### src/rtl/d_sync_debounce.sv
// d_sync_debounce
//   Input conditioning stage in front of a d_ff storage element. A raw
//   asynchronous level is synchronised through SYNC_STAGES flops, debounced
//   with a stability counter, and presented as a registered level Q/Qbar
//   with one-cycle RISE/FALL pulses on every accepted change.
//
//   Optional feature macro: DEBOUNCE_EVT_CNT_EN
//     defined   -> EVT_CNT output and a CNT_W-bit wrapping rising-event counter
//     undefined -> no EVT_CNT port, CNT_W only feeds the parameter checker
//
//   Reset RST_N is asynchronous and active-low; every register has a reset
//   value, so nothing downstream ever sees X.

module d_sync_debounce #(
    parameter int SYNC_STAGES = 2,
    parameter int DB_CYCLES   = 4,
    parameter int CNT_W       = 8
) (
    input  logic             CLK,
    input  logic             RST_N,
    input  logic             D_IN,
    output logic             Q,
    output logic             Qbar,
    output logic             RISE,
    output logic             FALL
`ifdef DEBOUNCE_EVT_CNT_EN
    ,
    output logic [CNT_W-1:0] EVT_CNT
`endif
);

    // One extra bit over clog2 so DB_CYCLES=1 still yields a legal 1-bit counter.
    localparam int CW = $clog2(DB_CYCLES) + 1;
    localparam logic [CW-1:0] CNT_LAST = CW'(DB_CYCLES - 1);
    localparam logic [CW-1:0] CNT_ONE  = CW'(1);

    logic [SYNC_STAGES-1:0] sync_r;
    logic                   s_sync_s;

    logic [CW-1:0]          cnt_r;
    logic [CW-1:0]          cnt_nxt_s;
    logic                   q_r;
    logic                   q_nxt_s;
    logic                   rise_r;
    logic                   rise_nxt_s;
    logic                   fall_r;
    logic                   fall_nxt_s;

    // Synchroniser chain: bit 0 samples the raw pin, each stage follows the previous.
    always_ff @(posedge CLK or negedge RST_N) begin
        if (!RST_N) begin
            sync_r <= '0;
        end else begin
            sync_r <= {sync_r[SYNC_STAGES-2:0], D_IN};
        end
    end

    assign s_sync_s = sync_r[SYNC_STAGES-1];

    // Debounce decision: count cycles of disagreement, accept the new level
    // only once it has persisted DB_CYCLES edges; any agreement restarts.
    always_comb begin
        cnt_nxt_s  = cnt_r;
        q_nxt_s    = q_r;
        rise_nxt_s = 1'b0;
        fall_nxt_s = 1'b0;
        if (s_sync_s == q_r) begin
            cnt_nxt_s = '0;
        end else if (cnt_r == CNT_LAST) begin
            q_nxt_s    = s_sync_s;
            cnt_nxt_s  = '0;
            rise_nxt_s = s_sync_s;
            fall_nxt_s = ~s_sync_s;
        end else begin
            cnt_nxt_s = cnt_r + CNT_ONE;
        end
    end

    // Debounce state, debounced level and edge pulses registered together so
    // RISE/FALL assert on exactly the edge that Q changes.
    always_ff @(posedge CLK or negedge RST_N) begin
        if (!RST_N) begin
            cnt_r  <= '0;
            q_r    <= 1'b0;
            rise_r <= 1'b0;
            fall_r <= 1'b0;
        end else begin
            cnt_r  <= cnt_nxt_s;
            q_r    <= q_nxt_s;
            rise_r <= rise_nxt_s;
            fall_r <= fall_nxt_s;
        end
    end

    assign Q    = q_r;
    assign Qbar = ~q_r;
    assign RISE = rise_r;
    assign FALL = fall_r;

`ifdef DEBOUNCE_EVT_CNT_EN
    logic [CNT_W-1:0] evt_cnt_r;

    // Rising-event counter: one increment per RISE cycle, free wrap at 2^CNT_W.
    always_ff @(posedge CLK or negedge RST_N) begin
        if (!RST_N) begin
            evt_cnt_r <= '0;
        end else begin
            evt_cnt_r <= evt_cnt_r + CNT_W'(rise_r);
        end
    end

    assign EVT_CNT = evt_cnt_r;
`endif

    d_sync_debounce_chk #(
        .SYNC_STAGES (SYNC_STAGES),
        .DB_CYCLES   (DB_CYCLES),
        .CNT_W       (CNT_W)
    ) u_chk (
        .clk   (CLK),
        .rst_n (RST_N),
        .q     (q_r),
        .qbar  (Qbar),
        .rise  (rise_r),
        .fall  (fall_r)
    );

endmodule

// d_sync_debounce_chk
//   Property checker for d_sync_debounce: legal parameters, complementary
//   outputs and well-formed edge pulses. Holds no design state.
module d_sync_debounce_chk #(
    parameter int SYNC_STAGES = 2,
    parameter int DB_CYCLES   = 4,
    parameter int CNT_W       = 8
) (
    input logic clk,
    input logic rst_n,
    input logic q,
    input logic qbar,
    input logic rise,
    input logic fall
);

    a_param_legal: assert property (@(posedge clk)
        (SYNC_STAGES >= 2) && (SYNC_STAGES <= 4) && (DB_CYCLES >= 1) && (CNT_W >= 1));

    a_qbar_compl: assert property (@(posedge clk) qbar == ~q);

    a_edge_excl: assert property (@(posedge clk) disable iff (!rst_n) !(rise && fall));

    a_rise_one_cycle: assert property (@(posedge clk) disable iff (!rst_n) rise |=> !rise);

    a_fall_one_cycle: assert property (@(posedge clk) disable iff (!rst_n) fall |=> !fall);

    a_rise_sets_q: assert property (@(posedge clk) disable iff (!rst_n) rise |-> q);

    a_fall_clears_q: assert property (@(posedge clk) disable iff (!rst_n) fall |-> !q);

endmodule

### config.mk
export PLATFORM = sky130hd
export DESIGN_NAME = d_sync_debounce
export DESIGN_NICKNAME = d
export VERILOG_FILES = /design/src/rtl/d_sync_debounce.sv
export SDC_FILE = /design/constraint.sdc
export NUM_CORES = 1
export LEC_CHECK = 0
export CAP_MARGIN = 20
export CORE_AREA = 2 2 39 41
export DETAILED_ROUTE_END_ITERATION = 8
export DIE_AREA = 0 0 41 43
export HOLD_SLACK_MARGIN = 0.15
export PLACE_DENSITY = 0.41
export SYNTH_ARGS = -nofsm -noshare
export SYNTH_HDL_FRONTEND = slang
export SYNTH_HIERARCHICAL = 1
export SYNTH_SLANG_ARGS = --single-unit
export TNS_END_PERCENT = 100
### constraint.sdc
create_clock -name CLK -period 1.06 [get_ports CLK]
set_clock_uncertainty 0.05 [all_clocks]
set_input_delay 0.106 -clock CLK [delete_from_list [all_inputs] [get_ports CLK]]
set_output_delay 0.106 -clock CLK [all_outputs]
set_load 0.02 [all_outputs]
**After elaboration in Yosys (flattened, before gate mapping)**

Index checks and enable logic that the tools add are counted.
Widths: inputs -> output; s select.

- Add/sub/neg operators: 1
- Equality and inequality tests: 2
- Muxes and demuxes: 6
- Bitwise logic cells: 3
- Reduce and logical (&&, ||, !) cells: 1

Operator list:

| cell | count |
|---|---|
| $mux 3 | 2 |
| $mux 1 | 4 |
| $add 3x1->3 const B | 1 |
| $eq 3x2->1 const B | 1 |
| $not 1->1 | 3 |
| $reduce_and 2->1 | 1 |
| $eq 1x1->1 | 1 |

- Register bits: 8
- Bits of input ports: 3
- Logic and storage cells: 18

**Longest topological paths before layout**

Gate-level depths: netlist of the first run.

- Word-level depth: 3
- Depth in mapped cells: 3
- Gate-level depth less buffers: 3

**Worst setup path after synthesis of the first run**

Ideal clock, no wire load.

- Kind: reg-to-reg
- Start: register cnt_r[0]
- End: register q_r (netlist: Q)
- Library setup time: 125 ps
- Arrival time: 991 ps
- Slack: -106 ps
- Cell stages (with the launch flop): 4
- Path buffers: 0
- Clock period less this slack: 1166 ps
- Cells stage by stage: dfrtp_1 ha_1 nand2b_4 mux2_2

- Longest elaborated chain between the ends: 2

RTL lines:

| what | RTL line | source |
|---|---|---|
| start: declaration | 40 | `logic [CW-1:0] cnt_r;` |
| start signal: assignment | 88 | `cnt_r <= cnt_nxt_s;` |
| $eq 3x2->1 | 69 | `end else if (cnt_r == CNT_LAST) begin` |
| $reduce_and 2->1 (no source line) | - |  |
| end signal: assignment | 89 | `q_r <= q_nxt_s;` |
| end: declaration | 42 | `logic q_r;` |

Every way passes these cells.
A chain may end at the register's enable or synchronous reset.

**Worst setup path in the final report of the first run**

Same ends and word-level chain as after synthesis.

==> results of run 1 <==
## per-stage QoR
step | std cells | setup WS [ps] | setup TNS, ps
floorplan | 18 | -26.5 | -26.5
global placement | 45 | -129 | -297
detailed placement | 45 | -148 | -309
CTS | 50 | -53.5 | -106
global route | 50 | -80.3 | -212
finish | 50 | -52.8 | -52.8
## per-layer routing
layer / share of wire / wire, um / vias to the layer above
li1: - / - / 93
met1: 0.40 / 215 / 102
met2: 0.53 / 286 / 7
met3: 0.077 / 42 / 0
met4: 0 / 0 / 0
met5: 0 / 0 / -
## worst paths after layout
path	from	to	slack, ps	cells after the start
worst min register to register	sync_r[0]	sync_r[1]	300	0
worst min-delay path	RST_N	sync_r[1]	150	1
max in group asynchronous	RST_N	sync_r[0]	540	1
worst max-delay path	cnt_r[0]	Q	-50	3
min in group CLK	D_IN	sync_r[0]	250	1
worst max register to register	cnt_r[0]	Q	-50	3
## power by group
part	internal [mW]	total, mW	switching, mW
Clock	0.129	0.229	0.0993
Combinational	0.315	0.535	0.220
Sequential	0.364	0.412	0.0480
Total	0.808	1.18	0.367
## cells by family after synthesis
kind of cell	count (synthesis)	share of synthesized area
flip-flops	8	0.699
adder cells (fa/ha/maj)	1	0.0437
multiplexers	1	0.0393
XOR/XNOR	1	0.0306
buffers and inverters	1	0.0131
AND/OR/NAND/NOR	6	0.175
## layout by cell type, fill, tap and decap left out
cell type	instances
and3b_1	1
buf_2	1
buf_4	6
buf_6	2
clkbuf_2	2
clkbuf_4	3
clkdlybuf4s50_1	1
dfrtp_1	8
dlygate4sd3_1	1
ha_4	1
inv_1	1
mux2_4	1
nand2b_4	1
nor3_2	1
nor3b_1	1
nor3b_2	2
xnor2_4	1
## flip-flops by register name (all words and copies together) (netlist names)
name	flops
FALL	1
RISE	1
sync_r	2
Q	1
cnt_r	3
## final cells by class
class	count	area (um2)
Clock buffer	3	22.5
Fill cell	141	902
Inverter	1	3.75
Multi-Input combinational cell	9	133
Sequential cell	8	200
Tap cell	16	20.0
Timing Repair Buffer	13	103
## timing repair
item,4_1_cts,5_1_grt
hold endpoints to repair,8,0
buffers inserted,1,1
pin swaps,0,1
setup endpoints to repair,8,12
gates resized for setup,15,8
hold buffers,1,0
==> reports/results.ini, run 1 <==
[setup_path]
worstPathArrival_ps = 1200
cp_cell_sequence = ha_4 -> nand2b_4 -> mux2_4
slowest_stage = dfrtp_1
timing.setup.critical_path_class = reg2reg
timing.critical_path.max_delay_family = flip-flops
critical_path_source_type = register
timing.critical_path.to_type = register
cp_slowest_stage_delay_ps = 400
path_max_fanout = 3
worstPathRequired_ps = 1140
buf_inv_on_cp = 0

[run_status]
status = finished, violations left
failing_checks = setup timing

[cts]
numClockSinks = 8
cts.root.buffer_cell = clkbuf_4
worst_skew_late_latency_ps = 250
numCtsBuffers = 3
cts_tree = built
cts_max_level = 1
ctsLongestPathBuffers = 2
path_clk_slew_ps = 50

[sta]
final_min_period_over_clock_period = 1.05
period_needed_ps = 1110
final_hold_vio_count = 0
worst_setup_slack_after_layout_ps = -52.8
setup_repair_after_global_routing_missed_its_margin = true
fmaxAchievable_mhz = 899
tightestPinTransition_ps = 368
setup-violations-final = 1
maxSlewViolCount = 0
slew_headroom = 0.754
final.hold.worst_slack_ps = 155

[synthesis]
postSynth.topFlopCell = dfrtp_1
synth_top_cells_by_count = 8 x dfrtp_1, 3 x nor3b_1
synth_most_common_cell = dfrtp_1
yosys_warnings = 6
netlist_top_cells_area = dfrtp_1 70%, nor3b_1 7.9%, nand2b_4 4.8%
synth.yosys.seq_area_share = 0.699
syn_avg_cell_area_um2 = 15.9
netlist_area_um2 = 287
ffs_latches_synth = 8
post-synth-top-area-cell = dfrtp_1
postSynthCellCount = 18
yosysUniqueCellTypes = 9
synth_edf_count = 0
synthesis.nets = 22
synth_largest_type_area_fraction = 0.699
post_synth_arst_share = 1.00

[placed_design]
portBuffers = 6
placement_stage_cell_area_um2 = 410
detailedPlacementHpwl_um = 366
place.gp.congestion = 0.629

[power_and_ir_drop]
p_leak_nw = 0.229
worst_ir_drop_vdd_v = 0.00105
total_power_mw = 1.18
power_density_nw_per_um2 = 2440

[flow_run]
cap_violations = 0

[grt]
global_route.overflow_total = 0
globalRouteTotalUtil = 0.0926
global_route.peak_usage_layer = met2
first_global_vias = 232
grt_max_degree = 9
gr-usage-met2 = 0.122
antenna_found_initial = 0
use_met1 = 0.104
grt_pass1_wl_um = 979
gr-usage-met3 = 0.0628

[floorplan]
floorplan.rows = 14
dieArea_um2 = 1760
initial_core_util = 0.207
floorplan.io_pins = 7
die_width_um = 41
core-area_um2 = 1380
die_y_um = 43

[cells_and_area]
diodes = 0
fin_util = 0.348
postLayoutCellArea_um2 = 482
post_route_cells_drive_above_1_share = 0.618
fin_nets = 40
area.growth.synth_to_final_pct = 68.1

[drt]
via_count = 202
violation_count_after_the_first_detailed_routing_iteration = 3
ant_nets = 0
wire_per_inst_um = 10.9
postRouteWirelength_um = 543
route.detailed.vias_per_inst = 4.04
drt_pass1_iterations = 2
drc = 0

[worst_hold_path]
min_path_type = in2async

Power figures use the tool's default switching activity.
==> run 2: changes to the inputs <==
--- a/config.mk
+++ b/config.mk
@@ -9,6 +9,7 @@
 export CORE_AREA = 2 2 39 41
 export DETAILED_ROUTE_END_ITERATION = 8
 export DIE_AREA = 0 0 41 43
+export GPL_TIMING_DRIVEN = 0
 export HOLD_SLACK_MARGIN = 0.15
 export PLACE_DENSITY = 0.41
 export SYNTH_ARGS = -nofsm -noshare
==> reports/results.ini, run 2 (synthesis gave the netlist of run 1 again) <==
[cts]
numCtsBuffers = 3  ; unchanged
cts_max_level = 1  ; unchanged
path_clk_slew_ps = 50  ; about the same
cts.root.buffer_cell = clkbuf_4  ; unchanged
worst_skew_late_latency_ps = 250  ; about the same
cts_tree = built  ; unchanged
ctsLongestPathBuffers = 2  ; unchanged
numClockSinks = 8  ; unchanged

[sta]
worst_setup_slack_after_layout_ps = -65.5  ; was -52.8 ps
slew_headroom = 0.765  ; was 0.754
fmaxAchievable_mhz = 888  ; was 899 MHz
tns_ps = -65.5  ; was -52.8 ps
setup-violations-final = 1  ; unchanged
tightestPinTransition_ps = 351  ; was 368 ps
final_hold_vio_count = 0  ; unchanged
final.hold.worst_slack_ps = 230  ; was 155 ps
final_min_period_over_clock_period = 1.06  ; was 1.05
period_needed_ps = 1130  ; was 1110 ps
setup_repair_after_global_routing_missed_its_margin = true  ; unchanged
maxSlewViolCount = 0  ; unchanged

[cells_and_area]
largest_register_ffs = 3  ; unchanged
post_route_cells_drive_above_1_share = 0.581  ; was 0.618
area.growth.synth_to_final_pct = 55.5  ; was 68.1%
fin_nets = 37  ; was 40
finalNonFillerCells = 47  ; was 50
layout_commonest_cell = dfrtp_1  ; unchanged
final_cell_mix = 7 x dfrtp_1, 3 x clkbuf_4, 3 x buf_4  ; was 8 x dfrtp_1, 6 x buf_4, 3 x clkbuf_4
top_register = cnt_r  ; unchanged
largestRegisters = cnt_r (3), sync_r (2)  ; unchanged
diodes = 0  ; unchanged

[flow_run]
cap_violations = 0  ; unchanged

[grt]
antenna_found_initial = 0  ; unchanged
globalRouteTotalUtil = 0.0854  ; was 0.0926
use_met1 = 0.0669  ; was 0.104
first_global_vias = 208  ; was 232
grt_pass1_wl_um = 834  ; was 979 um
global_route.overflow_total = 0  ; unchanged
global_route.peak_usage_layer = met2  ; unchanged
gr-usage-met3 = 0.0785  ; was 0.0628
gr-usage-met2 = 0.125  ; was 0.122
grt_max_degree = 9  ; unchanged

[run_status]
failing_checks = setup timing  ; unchanged
status = finished, violations left  ; unchanged

[floorplan]
floorplan.rows = 14  ; unchanged
die_width_um = 41  ; unchanged
dieArea_um2 = 1760  ; unchanged
die_y_um = 43  ; unchanged
core-area_um2 = 1380  ; unchanged
floorplan.io_pins = 7  ; unchanged
initial_core_util = 0.207  ; unchanged

[worst_hold_path]
min_path_type = in2async  ; unchanged

[drt]
violation_count_after_the_first_detailed_routing_iteration = 1  ; was 3
drt_pass1_iterations = 2  ; unchanged
drc = 0  ; unchanged
wire_per_inst_um = 10.8  ; was 10.9 um
postRouteWirelength_um = 507  ; was 543 um
route.detailed.vias_per_inst = 4.00  ; was 4.04
via_count = 188  ; was 202
ant_nets = 0  ; unchanged

[placed_design]
placed_cells_incl_taps = 40  ; was 45
place.gp.congestion = 0.651  ; was 0.629
portBuffers = 6  ; unchanged

[power_and_ir_drop]
worst_ir_drop_vdd_v = 0.000803  ; was 0.00105 V
power_density_nw_per_um2 = 2350  ; was 2440 nW/um2
total_power_mw = 1.04  ; was 1.18 mW
p_leak_nw = 0.216  ; was 0.229 nW

[setup_path]
critical_path.startpoint = cnt_r[0]  ; unchanged
worstPathRequired_ps = 1140  ; about the same
timing.rr.start = cnt_r[0]  ; unchanged
path_max_fanout = 4  ; was 3
timing.setup.critical_path_class = reg2reg  ; unchanged
timing.critical_path.to_type = register  ; unchanged
critical_path_source_type = register  ; unchanged
worstPathArrival_ps = 1210  ; was 1200 ps

[run 2: changes by cell type in the layout (fill, tap and decap cells not counted), sizes merged]
| cell | change |
|---|---|
| buf | -4 |
| dlymetal6s2s | +1 |
[run 2: area by class of cell]
type / instances / area, um2
Timing Repair Buffer: 10 / 81.3
Inverter: 1 / 3.75
Sequential cell: 8 / 201
Tap cell: 16 / 20.0
Clock buffer: 3 / 22.5
Multi-Input combinational cell: 9 / 116
Fill cell: 140 / 938
[run 2: power breakdown]
part / internal, mW / leakage (nW) / switching [mW]
logic: 0.214 / 0.100 / 0.168
registers: 0.369 / 0.102 / 0.0712
clock network: 0.129 / 0.0138 / 0.0935
[run 2: final timing paths]
kind	depth (start not counted)	slack, ps	endpoint
max	3	-70	Q
min	2	230	sync_r[1]
max reg2reg	3	-70	Q
min reg2reg	0	300	sync_r[1]
max in group asynchronous	2	450	Q
min in group CLK	1	260	sync_r[0]
[run 2: stage by stage]
stage	instance area (um2)	utilization	worst slack [ps]
CTS	433	0.313	-79.4
floorplan	293	-	-26.5
detailed placement	373	0.269	-197
finish	445	0.322	-65.5
global route	445	0.322	-87.0
global placement	373	0.269	-201
[run 2: routing by layer]
metal	vias to the layer above	wire, um
li1	87	-
met1	94	189
met2	7	280
met3	0	37
met4	0	0
met5	-	0
[run 2: timing repair]
| action | in CTS | in global routing |
|---|---|---|
| resized for setup | 15 | 8 |
| endpoints found under the setup margin | 6 | 9 |
| hold buffers | 1 | 0 |
| cloned | 0 | 0 |
| setup buffers | 2 | 1 |
| pin swaps | 2 | 1 |
| hold endpoints to repair | 8 | 0 |
[run 2: critical path: stages (launching register included)]
cell and delay [ps]:
dfrtp_1 400, ha_4 180, nand2b_4 80, mux2_4 290
==> run 3: changes to the inputs <==
--- a/config.mk
+++ b/config.mk
@@ -12,6 +12,7 @@
 export GPL_TIMING_DRIVEN = 0
 export HOLD_SLACK_MARGIN = 0.15
 export PLACE_DENSITY = 0.41
+export SLEW_MARGIN = 40
 export SYNTH_ARGS = -nofsm -noshare
 export SYNTH_HDL_FRONTEND = slang
 export SYNTH_HIERARCHICAL = 1
==> results of run 3 <==
Same layout as run 2: the final DEF is identical, and so are final timing and power.
